### config.mk
export PLATFORM = sky130hd
export DESIGN_NAME = pipe_stage_reg
export DESIGN_NICKNAME = d
export VERILOG_FILES = /design/src/rtl/pipe_stage_reg.sv
export SDC_FILE = /design/constraint.sdc
export NUM_CORES = 1
export LEC_CHECK = 0
export CELL_PAD_IN_SITES_DETAIL_PLACEMENT = 1
export CELL_PAD_IN_SITES_GLOBAL_PLACEMENT = 1
export CORE_ASPECT_RATIO = 1.5
export CORE_UTILIZATION = 32
export DETAILED_ROUTE_END_ITERATION = 8
export GPL_ROUTABILITY_DRIVEN = 1
export PLACE_DENSITY = 0.78
export SYNTH_ARGS = -nofsm -noshare
export SYNTH_HDL_FRONTEND = slang
export SYNTH_SLANG_ARGS = --single-unit
### constraint.sdc
create_clock -name clk -period 1.4 [get_ports clk]
set_input_delay 0.14 -clock clk [delete_from_list [all_inputs] [get_ports clk]]
set_output_delay 0.14 -clock clk [all_outputs]
set_load 0.01 [all_outputs]
### src/rtl/pipe_stage_reg.sv
// Pipeline stage register with valid/ready handshake, optional skid entry,
// synchronous flush and bubble insertion (empty stage drives zero ctrl/payload).
module pipe_stage_reg #(
   parameter int PAYLOAD_W = 69,
   parameter int CTRL_W    = 4,
   parameter bit SKID      = 1'b1
) (
   input  logic                 clk,
   input  logic                 reset,
   input  logic                 flush,
   input  logic                 in_valid,
   output logic                 in_ready,
   input  logic [PAYLOAD_W-1:0] in_payload,
   input  logic [CTRL_W-1:0]    in_ctrl,
   output logic                 out_valid,
   input  logic                 out_ready,
   output logic [PAYLOAD_W-1:0] out_payload,
   output logic [CTRL_W-1:0]    out_ctrl,
   output logic [1:0]           count
);

   logic                 main_valid;
   logic [PAYLOAD_W-1:0] main_payload;
   logic [CTRL_W-1:0]    main_ctrl;
   logic                 skid_valid;
   logic                 accept;
   logic                 retire;

   assign accept = in_valid && in_ready;
   assign retire = main_valid && out_ready;

   generate
      if (SKID) begin : g_skid
         logic                 skid_v;
         logic [PAYLOAD_W-1:0] skid_payload;
         logic [CTRL_W-1:0]    skid_ctrl;

         assign skid_valid = skid_v;
         // Only registered state gates acceptance; out_ready never reaches in_ready.
         assign in_ready = !skid_v && !reset && !flush;

         always_ff @(posedge clk) begin
            if (reset || flush) begin
               main_valid   <= 1'b0;
               main_payload <= '0;
               main_ctrl    <= '0;
               skid_v       <= 1'b0;
               skid_payload <= '0;
               skid_ctrl    <= '0;
            end else if (!main_valid || retire) begin
               if (skid_v) begin
                  main_valid   <= 1'b1;
                  main_payload <= skid_payload;
                  main_ctrl    <= skid_ctrl;
                  skid_v       <= 1'b0;
                  skid_payload <= '0;
                  skid_ctrl    <= '0;
               end else if (accept) begin
                  main_valid   <= 1'b1;
                  main_payload <= in_payload;
                  main_ctrl    <= in_ctrl;
               end else begin
                  main_valid   <= 1'b0;
                  main_payload <= '0;
                  main_ctrl    <= '0;
               end
            end else if (accept) begin
               skid_v       <= 1'b1;
               skid_payload <= in_payload;
               skid_ctrl    <= in_ctrl;
            end
         end
      end else begin : g_single
         assign skid_valid = 1'b0;
         assign in_ready   = (!main_valid || out_ready) && !reset && !flush;

         always_ff @(posedge clk) begin
            if (reset || flush) begin
               main_valid   <= 1'b0;
               main_payload <= '0;
               main_ctrl    <= '0;
            end else if (accept) begin
               main_valid   <= 1'b1;
               main_payload <= in_payload;
               main_ctrl    <= in_ctrl;
            end else if (retire) begin
               main_valid   <= 1'b0;
               main_payload <= '0;
               main_ctrl    <= '0;
            end
         end
      end
   endgenerate

   assign out_valid   = main_valid;
   assign out_payload = main_payload;
   assign out_ctrl    = main_ctrl;
   assign count       = {1'b0, main_valid} + {1'b0, skid_valid};

endmodule

Word level (Yosys, flattened, before mapping)

Cells that the tools add are included.

Register bits after elaboration: 148
Input bits: 78
Word-level logic and storage cells: 33

$add $sub $neg: 1
Equal/unequal tests: 1
Multiplexer cells: 12
Reductions and logical operators: 13

Operators with widths:

| operator                              | count |
|---|---|
| two-way mux 69 bit                    | 5 |
| two-way mux 4 bit                     | 5 |
| logical AND 1 bit                     | 4 |
| zero test 1 bit                       | 4 |
| adder 1 x 1 -> 2 bit                  | 1 |
| logical OR 1 bit                      | 2 |
| two-way mux 1 bit                     | 2 |
| != test 2 bit (second input constant) | 1 |
| AND reduction 2 bit                   | 1 |
| nonzero test 2 bit                    | 1 |
| OR reduction 2 bit                    | 1 |

Longest topological paths before layout

Word-level depth: 6
Gate-level depth with buffers: 6
Depth with buffers taken out: 3

Worst setup path before layout

No wires, ideal clock.

Path type: reg-to-reg
Start point: register g_skid.skid_v
End point: register g_skid.skid_ctrl[1]
Setup time: 59 ps
Data arrival time: 1475 ps
Slack: -134 ps
Cell stages (with the launch flop): 7
Path buffers: 3
Period minus slack after synthesis: 1534 ps
Path through: dfxtp_1 > buf_4 > nor3_1 > and3_1 > clkbuf_2 > buf_2 > a22o_1

Word-level cells in the longest chain between the ends: 6

RTL lines:

| what                            | line | source |
|---|---|---|
| from (decl)                     | 34   | `logic skid_v;` |
| from (signal assigned)          | 47   | `skid_v <= 1'b0;` |
| from (signal assigned)          | 55   | `skid_v <= 1'b0;` |
| from (signal assigned)          | 68   | `skid_v <= 1'b1;` |
| zero test 1 bit                 | 40   | `assign in_ready = !skid_v && !reset && !flush;` |
| logical AND 1 bit (2 in series) | 40   |  |
| via in_ready                    | 12   | `output logic in_ready,` |
| logical AND 1 bit               | 29   | `assign accept = in_valid && in_ready;` |
| nonzero test 2 bit (no line)    | n/a  |  |
| AND reduction 2 bit (no line)   | n/a  |  |
| to (signal assigned)            | 70   | `skid_ctrl <= in_ctrl;` |
| to (decl)                       | 36   | `logic [CTRL_W-1:0] skid_ctrl;` |

The timed path passes the listed nets, and every way through them passes these cells.
A chain may end at the register's enable or synchronous reset.

Worst setup path in the final report

Start point: register g_skid.skid_v
End point: register main_payload[61] (netlist: out_payload[61])

Word-level cells in the longest chain between the ends: 6

RTL lines:

| what                            | line | source |
|---|---|---|
| zero test 1 bit                 | 40   |  |
| logical AND 1 bit (2 in series) | 40   |  |
| logical AND 1 bit               | 29   |  |
| two-way mux 69 bit              | 58   | `end else if (accept) begin` |
| two-way mux 69 bit *            | 51   | `if (skid_v) begin` |
| to (signal assigned)            | 53   | `main_payload <= skid_payload;` |
| to (signal assigned)            | 60   | `main_payload <= in_payload;` |
| to (decl)                       | 23   | `logic [PAYLOAD_W-1:0] main_payload;` |

Every way passes the cells marked *; elsewhere a longest branch is shown, timed or not.

==> metrics.txt <==
routed len/inst between 20 and 25 um; DRT Pass-1 Iters 5; Root Driver clkbuf_16; source of the critical timing path g_skid.skid_v; synth-to-layout area growth 54.93%; Psw between 2 and 2.5 mW; RSZ-0062 raised after global routing yes; Synth area leaders dfxtp_1 56%, a221oi_1 12%, a22o_1 12%, nor3_1 7.1%, nor2_1 5.2%; Slew Limit Headroom about three fifths; Setup WS pre-CTS -0.4974 ns; layout cells sized above 1 15.74%; detailed-route wire length between 15 and 20 mm; Rows 57; I/O pin total around 160; dominant cell type by area after synthesis dfxtp_1; overall power ~9.5 mW; Critical-path top delay cell dfxtp_4; # DRC 0; placed cell count slightly above 800; final hold vios 0; HPWL Detailed around 11 mm; R2R Setup Slk -0.15 ns; Slew @ Worst Pin slightly above 0.6 ns; clk_skew 0.009057 ns; Core ar. roughly 16000 um2; Logic pwr share 9.6%; crit end category flop; worst setup path end out_payload[61]; post-synth top area share between 50 and 60%; FF+latch count, synth roughly 150; port buffer count between 150 and 200; worst hold path type in -> reg; Mapped Area between 5000 and 6000 um2; Clock Power Share between 40% and 50%; Sw Share approximately 25%; 1st-iter DRT viols ~220; Max FO, Critical Path 9; RR Startpoint g_skid.skid_v; peak supply drop ~0.67 mV; die area 17070 um2; Worst-Skew Late Latency between 0.4 and 0.5 ns; initial antenna violation count 0; Register Area slightly below 3000 um2; CP Cell Sequence nor4b_4 -> buf_4 -> clkbuf_16 -> clkbuf_16 -> a221oi_2 -> nor3_1; multi-input logic area 2193 um2; Synthesis Warnings 0; post-route clock period utilization 110.8%; Post-Syn Nets ~590; PwrDens approximately 1200 nW/um2; asr flop ratio synth 0%; Sum Neg Setup Slack -5.041 ns; number of synthesized flops with an enable pin 0; max_cap viols 0; Worst Path Buf+Inv 3; ys flop type dfxtp_1; filler instances 1714; CP arrival 1.86 ns; Reg clk slew, reported paths 0.06 ns; antenna cells 0; WP depth 6; Die Y between 150 and 200 um; vias in the first global route approximately 5200; total number of H-tree levels 4; critical path class reg -> reg; total track usage ~21%; Setup Viol. Count Final 121; routability congestion estimate ~0.74; CP top delay family buffers and inverters; CTS tree done; synth unique cells 20; global-route wire length before repair approximately 28 mm; FMAX 644.5 MHz; Initial Util between 30% and 40%; total gr overflow 0; CTS max path bufs 2; TritonCTS buffer count 17; Syn Inst Count just over 500; final setup margin -0.1517 ns; die width 107.0 um; vias per inst ~5.7; post-route ant nets 0; CP most frequent cell clkbuf_16; Register-to-Register Path Depth 6; max incr delay on CP around 0.37 ns; run status complete, but fails checks; WP data required between 1.5 and 2 ns; Final Non-Filler Cells roughly 900; Sequential Power Share between 40% and 50%; register area share after synthesis a little under three fifths; Mapped Avg Cell Area ~10 um2; via count around 5000; Layout Utilization between 50% and 60%; FF-to-FF End out_payload[61]; fin crit period about 1.6 ns; Layout Nets roughly 750; largest net degree at the start of global routing 76; Leakage ~3.5 nW; Internal 7.117 mW; failing checks setup timing; max-slew violations 0; CTS Sinks 148; crit path launch type flop
## logic make-up after synthesis
| kind of cell | after synthesis | synth area share [%] |
|---|---|---|
| compound gates | 148 | 24.63 |
| fa+ha+maj | 1 | 0.2363 |
| buf+inv | 57 | 5.885 |
| flops | 148 | 55.97 |
| simple gates | 155 | 13.28 |
## state kept, by name, indices dropped and copies added (netlist names)
register             count
out_ctrl                 4
out_payload             69
g_skid.skid_ctrl         4
g_skid.skid_payload     69
g_skid.skid_v            1
out_valid                1
## Yosys cell counts (5+ instances only)
cell / n
buf_1: 5
dfxtp_1: 148
nor3_1: 75
buf_2: 11
a221oi_1: 73
clkbuf_1: 25
a22o_1: 73
buf_6: 7
nor2_1: 74
buf_4: 8
## layout by cell type (no fill, tap or decap), types with 2 or more instances in the layout
master	synthesis	final
a22o_1	73	73
inv_8	0	2
dlygate4sd2_1	0	74
inv_6	0	6
a221oi_1	73	53
buf_6	7	6
clkinv_2	0	2
dlymetal6s2s_1	0	2
clkinvlp_4	0	3
clkdlybuf4s50_1	0	75
nor3_1	75	73
buf_4	8	9
dfxtp_1	148	146
clkbuf_16	0	29
a221oi_2	0	20
buf_12	0	9
buf_16	0	6
nor2_1	74	74
dfxtp_4	0	2
## per-stage QoR
| stage | hold slack, ns | area [um2] |
|---|---|---|
| final | 0.3521 | 8202 |
| after global routing | 0.3424 | 8202 |
| after CTS | 0.3395 | 7736 |
| after detailed placement | 0.4666 | 7022 |
| after global placement | 0.4614 | 7022 |
| after floorplan | 0.2655 | 5305 |
## how the worst min path moves through the flow
stage / start / end / slack, ns / depth (start not counted)
floorplan: in_payload[25] / g_skid.skid_payload[25] / 0.27 / 1
global placement: g_skid.skid_payload[34] / g_skid.skid_payload[34] / 0.46 / 1
detailed placement: g_skid.skid_payload[32] / g_skid.skid_payload[32] / 0.47 / 1
CTS: in_payload[67] / g_skid.skid_payload[67] / 0.34 / 2
global route: in_payload[67] / g_skid.skid_payload[67] / 0.34 / 2
finish: in_payload[67] / g_skid.skid_payload[67] / 0.35 / 2
## what timing repair did
item,4_1_cts,5_1_grt
gates cloned,6,14
pin swaps,19,91
buffers inserted,5,2
endpoints found under the setup margin,224,146
hold buffers,0,0
gates resized for setup,95,31
## final cells by class
type,instances,area share [%]
timing repair buffer,196,27.12
clock buffer,18,5.355
clock inverter,14,1.419
multi-input combinational,304,26.74
tap,206,3.143
sequential,148,36.22
## routing by layer
layer	up-vias	track usage, %	share of wire, %
met5	-	0	0
met4	0	9.278	3.1
met3	45	3.766	3.9
met2	199	38.65	54
met1	2513	24.46	39
li1	2274	-	-
## power by group through the flow
stage	Clock, mW	Combinational, mW	Sequential, mW
2_1_floorplan	0	0.283	4.40
3_3_place_gp	0	0.723	4.39
3_5_place_dp	0	0.744	4.39
4_1_cts	4.40	0.800	4.29
5_1_grt	4.60	0.971	4.30
6_report	4.33	0.919	4.30
(Power assumes the default switching activity.)
